File: src/rtl/sha_digest_display.sv
// Captures a wide digest on a done pulse and pages through it DIGITS hex nibbles
// at a time on a multiplexed active-low 7-segment display, stepped by debounced buttons.
module sha_dd_debounce #(
  parameter int CYCLES = 500000
) (
  input  logic i_clk,
  input  logic i_rst,
  input  logic i_btn,
  output logic o_rise
);
  localparam int CW = $clog2(CYCLES + 1);

  logic [1:0]    r_sync;
  logic [CW-1:0] r_cnt;
  logic          r_level;
  logic          r_level_q;

  // Reset assumes "pressed" so a button held through reset cannot produce a rising edge.
  always_ff @(posedge i_clk or posedge i_rst) begin
    if (i_rst) begin
      r_sync    <= 2'b11;
      r_cnt     <= '0;
      r_level   <= 1'b1;
      r_level_q <= 1'b1;
    end else begin
      r_sync    <= {r_sync[0], i_btn};
      r_level_q <= r_level;
      if (r_sync[1] == r_level) begin
        r_cnt <= '0;
      end else if (r_cnt == CW'(CYCLES - 1)) begin
        r_level <= r_sync[1];
        r_cnt   <= '0;
      end else begin
        r_cnt <= r_cnt + 1'b1;
      end
    end
  end

  assign o_rise = r_level & ~r_level_q;
endmodule

module sha_digest_display #(
  parameter int DIGEST_W        = 256,
  parameter int DIGITS          = 4,
  parameter int REFRESH_DIV     = 50000,
  parameter int DEBOUNCE_CYCLES = 500000
) (
  input  logic                i_clk,
  input  logic                i_rst,
  input  logic                i_digest_valid,
  input  logic [DIGEST_W-1:0] i_digest,
  input  logic                i_btn_next,
  input  logic                i_btn_prev,
  output logic [7:0]          o_led,
  output logic [6:0]          o_seg,
  output logic                o_dp,
  output logic [DIGITS-1:0]   o_an
);
  localparam int NPAGES = DIGEST_W / (4 * DIGITS);
  localparam int PW     = (NPAGES > 1) ? $clog2(NPAGES) : 1;
  localparam int DW     = (DIGITS > 1) ? $clog2(DIGITS) : 1;
  localparam int RW     = (REFRESH_DIV > 1) ? $clog2(REFRESH_DIV) : 1;

  logic                w_next;
  logic                w_prev;
  logic [31:0]         w_nib_idx;
  logic [3:0]          w_nib;
  logic [6:0]          w_font;

  logic [DIGEST_W-1:0] r_digest;
  logic                r_held;
  logic [PW-1:0]       r_page;
  logic [RW-1:0]       r_ref;
  logic [DW-1:0]       r_d;

  sha_dd_debounce #(.CYCLES(DEBOUNCE_CYCLES)) u_db_next (
    .i_clk (i_clk),
    .i_rst (i_rst),
    .i_btn (i_btn_next),
    .o_rise(w_next)
  );

  sha_dd_debounce #(.CYCLES(DEBOUNCE_CYCLES)) u_db_prev (
    .i_clk (i_clk),
    .i_rst (i_rst),
    .i_btn (i_btn_prev),
    .o_rise(w_prev)
  );

  // Capture beats any step; opposing steps in one cycle cancel.
  always_ff @(posedge i_clk or posedge i_rst) begin
    if (i_rst) begin
      r_digest <= '0;
      r_held   <= 1'b0;
      r_page   <= '0;
    end else if (i_digest_valid) begin
      r_digest <= i_digest;
      r_held   <= 1'b1;
      r_page   <= '0;
    end else if (r_held && (w_next ^ w_prev)) begin
      if (w_next)
        r_page <= (r_page == PW'(NPAGES - 1)) ? '0 : r_page + 1'b1;
      else
        r_page <= (r_page == '0) ? PW'(NPAGES - 1) : r_page - 1'b1;
    end
  end

  always_ff @(posedge i_clk or posedge i_rst) begin
    if (i_rst) begin
      r_ref <= '0;
      r_d   <= '0;
    end else if (r_ref == RW'(REFRESH_DIV - 1)) begin
      r_ref <= '0;
      r_d   <= (r_d == DW'(DIGITS - 1)) ? '0 : r_d + 1'b1;
    end else begin
      r_ref <= r_ref + 1'b1;
    end
  end

  assign w_nib_idx = (32'(NPAGES - 1) - 32'(r_page)) * 32'(DIGITS) + 32'(r_d);
  assign w_nib     = 4'(r_digest >> {w_nib_idx, 2'b00});

  always_comb begin
    w_font = 7'h7F;
    case (w_nib)
      4'h0: w_font = 7'h40;
      4'h1: w_font = 7'h79;
      4'h2: w_font = 7'h24;
      4'h3: w_font = 7'h30;
      4'h4: w_font = 7'h19;
      4'h5: w_font = 7'h12;
      4'h6: w_font = 7'h02;
      4'h7: w_font = 7'h78;
      4'h8: w_font = 7'h00;
      4'h9: w_font = 7'h10;
      4'hA: w_font = 7'h08;
      4'hB: w_font = 7'h03;
      4'hC: w_font = 7'h46;
      4'hD: w_font = 7'h21;
      4'hE: w_font = 7'h06;
      4'hF: w_font = 7'h0E;
      default: w_font = 7'h7F;
    endcase
  end

  always_ff @(posedge i_clk or posedge i_rst) begin
    if (i_rst) begin
      o_an  <= '1;
      o_seg <= 7'h7F;
      o_dp  <= 1'b1;
    end else if (!r_held) begin
      o_an  <= '1;
      o_seg <= 7'h7F;
      o_dp  <= 1'b1;
    end else begin
      o_an  <= ~(DIGITS'(1) << r_d);
      o_seg <= w_font;
      o_dp  <= !((r_d == '0) && (r_page == PW'(NPAGES - 1)));
    end
  end

  assign o_led = {r_held, 7'(r_page)};
endmodule

File: config.mk
export PLATFORM = sky130hd
export DESIGN_NAME = sha_digest_display
export DESIGN_NICKNAME = d
export VERILOG_FILES = /design/src/rtl/sha_digest_display.sv
export SDC_FILE = /design/constraint.sdc
export NUM_CORES = 1
export LEC_CHECK = 0
export ABC_CLOCK_PERIOD_IN_PS = 17900
export CAP_MARGIN = 25
export CORE_MARGIN = 8
export CORE_UTILIZATION = 40
export DETAILED_ROUTE_END_ITERATION = 12
export HOLD_SLACK_MARGIN = 0.12
export PLACE_DENSITY_LB_ADDON = 0.05
export SETUP_SLACK_MARGIN = 0.1
export SYNTH_ARGS = -nofsm -noshare
export SYNTH_HDL_FRONTEND = slang
export SYNTH_SLANG_ARGS = --single-unit
File: constraint.sdc
create_clock -name i_clk -period 17.9 [get_ports i_clk]
set_input_delay 3.58 -clock i_clk [delete_from_list [all_inputs] [get_ports i_clk]]
set_output_delay 3.58 -clock i_clk [all_outputs]
set_load 0.01 [all_outputs]
After elaboration in Yosys (flattened, before gate mapping)
Memory sizes are Yosys's and may differ from the RTL's.
Cells that the tools add are included.
- register bits: 337
- ROM bits: 112
- input bits: 261
- output and inout port bits: 20
- logic and storage cells: 64
- memories: 1
- add/sub/neg operators: 8
- equality and inequality tests: 7
- shift-type cells: 2
- muxes and demuxes: 14
- bitwise logic cells: 8
- reductions and logical operators: 8
- memories (name ; depth ; bits a word ; read ports ; clocked after Yosys merged registers in ; write ports ; RTL line ; text):
    (no name shown) ; 16 ; 7 ; 1 ; 0 ; 0 ; 125 ; case (w_nib)
- operators with widths (kind ; number):
    $shr A256 B34 Y4 ; 1
    $mux W19 ; 4
    $add A19 B1 Y19 const B ; 2
    $eq A19 B19 Y1 const B ; 2
    $mux W4 ; 6
    $add A16 B1 Y16 const B ; 1
    $eq A16 B16 Y1 const B ; 1
    $mux W16 ; 1
    $add A7 B3 Y8 ; 1
    $mux W7 ; 1
    $sub A4 B4 Y5 const A ; 1
    $add A4 B1 Y4 const B ; 1
    $eq A4 B4 Y1 const B ; 1
    $logic_not A4 Y1 ; 1
    $not A1 Y1 ; 4
    $not A4 Y4 ; 1
    $reduce_and A2 Y1 ; 2
    $shl A1 B2 Y4 const A ; 1
    $sub A4 B1 Y4 const B ; 1
    $add A2 B1 Y2 const B ; 1
    $and A1 B1 Y1 ; 2
    $eq A1 B1 Y1 ; 2
    $eq A2 B2 Y1 const B ; 1
    $logic_and A1 B1 Y1 ; 2
    other kinds (6) ; 6

Logic depth before layout (Yosys ltp)
- depth in word-level cells: 6
- mapped depth: 15
- mapped depth without buffers: 11

Hierarchy
From an unflattened synthesis, not the netlist that was laid out.
- cell total of the unflattened synthesis: 1106
- area, all modules: 15711.3 um2
- by module, submodules not included (module ; times used ; cells each ; area each (um2) ; seq. area each (um2)):
    sha_digest_display ; 1 ; 896 ; 13456.7 ; 7297.0
    sha_dd_debounce ; 2 ; 105 ; 1127.3 ; 580.6

Least setup slack after synthesis
Ideal clock, no wire load.
- path type: input port to flip-flop
- from: input i_digest_valid
- to: register r_digest[100]
- setup time: 0.125 ns
- arrival time: 4.801 ns
- required time: 17.775 ns
- path slack: 12.974 ns
- stages on the path: 4
- buffers on the path: 3
- cells stage by stage: clkbuf_1 > clkbuf_1 > clkbuf_1 > mux2_2
- RTL lines (what ; RTL line ; text):
    start: declaration ; 50 ; input logic i_digest_valid,
    end signal: assignment ; 97 ; r_digest <= i_digest;
    end: declaration ; 70 ; logic [DIGEST_W-1:0] r_digest;
No word-level cell between the ends.

Final worst setup path
- from: input i_digest_valid
- to: register r_digest[197]
No word-level cell between the ends.

==> results.json <==
{
  "vias_per_cell": 5.14,
  "clock_skew_ps": 13.2,
  "status": "finished clean",
  "clk_latency_ps": 530,
  "crit_required_ps": 18310,
  "clk_pin_slew_ps": 60,
  "root_buffer": "clkbuf_16",
  "final.period_utilization_pct": 33.1,
  "cts_hold_buf": 0,
  "finalNonFillerCells": 1941,
  "grt_pass1_vias": 10800,
  "via_count": 9982,
  "yosysUniqueCellTypes": 54,
  "nets": 1669,
  "hpwl_um": 29200,
  "grtUsageTotal_pct": 18.2,
  "critical_path.startpoint": "i_digest_valid",
  "cts_setup_buffers": 0,
  "initial_core_util_pct": 40.3,
  "ys.flop_type": "dfrtp_1",
  "r2r_slack_ps": 13810,
  "rows": 72,
  "cts_buffers": 39,
  "crit_end": "r_digest[197]",
  "yosysWarnings": 0,
  "worstRegToRegCells": 9,
  "routed_wl_um": 41500,
  "cp-end-kind": "register",
  "crit_type": "in -> reg",
  "globalplace.congestion": 0.793,
  "drive_gt1_share_pct": 28.3,
  "final_common_cell": "dfrtp_1",
  "boundaryPins": 281,
  "htreeDepth": 2,
  "cts.sinks": 337,
  "hold_depth": 0,
  "drt_iter0_markers": 559,
  "synth-edff-count": 0,
  "core_um2": 38500,
  "worstMarginPinSlew_ps": 1060,
  "die_h_um": 213,
  "synth-seq-area-share_pct": 54.6,
  "hp-class": "reg -> reg",
  "grt_pass1_wl_um": 63800,
  "syn_inst": 1132,
  "r2r-end": "o_seg[0]",
  "setup_ws_ps": 11970,
  "grt_overflow": 0,
  "die_area_um2": 45300,
  "finalHoldViolCount": 0,
  "antenna_found_initial": 4,
  "period_minus_slack_ps": 5930,
  "peakVddDrop_mv": 0.0572,
  "finalMaxSlewViolations": 0,
  "final_cell_mix": "dfrtp_1, clkdlybuf4s50_1, mux2_2",
  "async_flop_share_pct": 100,
  "die_x_um": 213,
  "p_leak_nw": 7.94,
  "slew_headroom_pct": 29.4,
  "postLayoutCoreUtil_pct": 51.8,
  "grt_max_degree": 144,
  "detail_route.wl_per_cell_um": 21.4,
  "avgSynthCellArea_um2": 13.7,
  "grt_setup_unrepaired": "no",
  "drtPass1Iterations": 5,
  "max_freq_ghz": 0.169,
  "timing.rr.start": "r_page[0]",
  "port_buffers": 277,
  "post_cts_resized": 0,
  "cts_tree": "built",
  "dpl.cell_count": 1870,
  "p_total_mw": 1.84,
  "clk_path_buf_depth": 3,
  "power_density_nw_per_um2": 92.4,
  "detail-route-antenna-nets": 0,
  "ys_ff_latch": 337,
  "drv_cap": 0,
  "setup_viol": 0,
  "dp_slack_ps": 11300,
  "cp_data_arrival_time_ps": 6340,
  "critPathLaunchType": "input pin",
  "final.setup.tns_ps": 0,
  "route.detailed.drc": 0,
  "critPathMaxFanout": 126,
  "syn-cell-area_um2": 15500,
  "areaGrowthSynthToFinish_pct": 28.4
}
worst min-delay path by stage:
stage,startpoint,end,slack [ps]
after floorplan,u_db_next.r_sync[0],u_db_next.r_sync[1],350
after global placement,u_db_next.r_sync[0],u_db_next.r_sync[1],350
after detailed placement,u_db_next.r_sync[0],u_db_next.r_sync[1],350
after CTS,u_db_next.r_sync[0],u_db_next.r_sync[1],360
after global routing,u_db_prev.r_sync[0],u_db_prev.r_sync[1],360
final,u_db_next.r_sync[0],u_db_next.r_sync[1],360
layout make-up:
| class | instances | area, um2 |
|---|---|---|
| diodes | 1 | 2.50 |
| clock buffers | 61 | 1160 |
| clock inverters | 9 | 72.6 |
| fillers | 3374 | 18600 |
| inverters | 14 | 60.1 |
| multi-input cells | 716 | 6650 |
| flip-flops and latches | 337 | 8460 |
| well taps | 518 | 648 |
| repair buffers | 285 | 2850 |
sequential cells by signal (all words and copies together), names as in the netlist:
signal	cells
u_db_next.r_level_q	1
u_db_prev.r_level	1
u_db_next.r_cnt	19
r_d	2
u_db_prev.r_sync	2
o_seg	7
u_db_prev.r_level_q	1
r_digest	256
u_db_next.r_level	1
o_an	4
r_held	1
u_db_prev.r_cnt	19
o_dp	1
r_page	4
r_ref	16
u_db_next.r_sync	2
metal layers:
metal  up-vias  share of wire (%)  global-route usage (%)
li1       4634                  -                       -
met1      5037                 46                    25.5
met2       253                 46                    28.0
met3        52                6.8                    5.02
met4         6                1.7                    4.16
met5         -              0.077                       0
cells in the mapped netlist (2+ instances only):
cell | number | area (um2)
and2_1 | 4 | 25.0
o22ai_1 | 2 | 12.5
mux4_2 | 42 | 946
inv_1 | 13 | 48.8
a221oi_1 | 14 | 123
o221ai_1 | 2 | 17.5
o211ai_1 | 3 | 22.5
buf_1 | 2 | 7.51
dfstp_2 | 20 | 526
mux4_1 | 4 | 105
nor4b_1 | 4 | 35.0
nand2b_1 | 4 | 25.0
ha_1 | 15 | 188
a21oi_1 | 22 | 110
a31oi_1 | 7 | 43.8
or3_1 | 7 | 43.8
mux2i_1 | 42 | 420
buf_4 | 7 | 52.6
mux2_2 | 260 | 2930
nand3_1 | 37 | 185
nor2b_1 | 8 | 50.1
nor3_1 | 4 | 20.0
buf_6 | 7 | 78.8
xnor2_1 | 16 | 140
or2_2 | 4 | 25.0
o21ai_1 | 2 | 10.0
nor4_1 | 5 | 31.3
clkbuf_1 | 46 | 173
nand2_1 | 42 | 158
nor2_1 | 68 | 255
o31ai_1 | 3 | 22.5
o21ai_0 | 19 | 95.1
nand4_1 | 10 | 62.6
buf_2 | 3 | 15.0
dfrtp_1 | 317 | 7930
and3_1 | 12 | 75.1
a22oi_1 | 10 | 75.1
xor2_1 | 29 | 254
kinds of logic after synthesis:
logic type / after synthesis / share of synthesized area [%]
XOR/XNOR: 45 / 2.54
other: 1 / 0.0242
flip-flops: 337 / 54.6
AND/OR/NAND/NOR: 213 / 6.61
AO/OA/AOI/OAI: 92 / 4.07
buffers and inverters: 81 / 2.61
adder cells (fa/ha/maj): 15 / 1.21
multiplexers: 348 / 28.4
report_power, final:
| group | internal [mW] | total, mW | switching, mW |
|---|---|---|---|
| clock network | 0.459 | 0.766 | 0.306 |
| registers | 0.827 | 0.859 | 0.0313 |
| logic | 0.133 | 0.215 | 0.0824 |
| total | 1.42 | 1.84 | 0.420 |
metrics by stage:
step           hold WS, ps  cell area [um2]
2_1_floorplan          345            15500
5_1_grt                362            19900
3_3_place_gp           346            18700
6_report               358            19900
3_5_place_dp           352            18700
4_1_cts                360            19900
critical path, stage by stage:
cell and delay, ps:
buf_8 600, buf_4 810, buf_4 820, mux2_2 420
No activity file was read; power rests on OpenSTA's default activity.
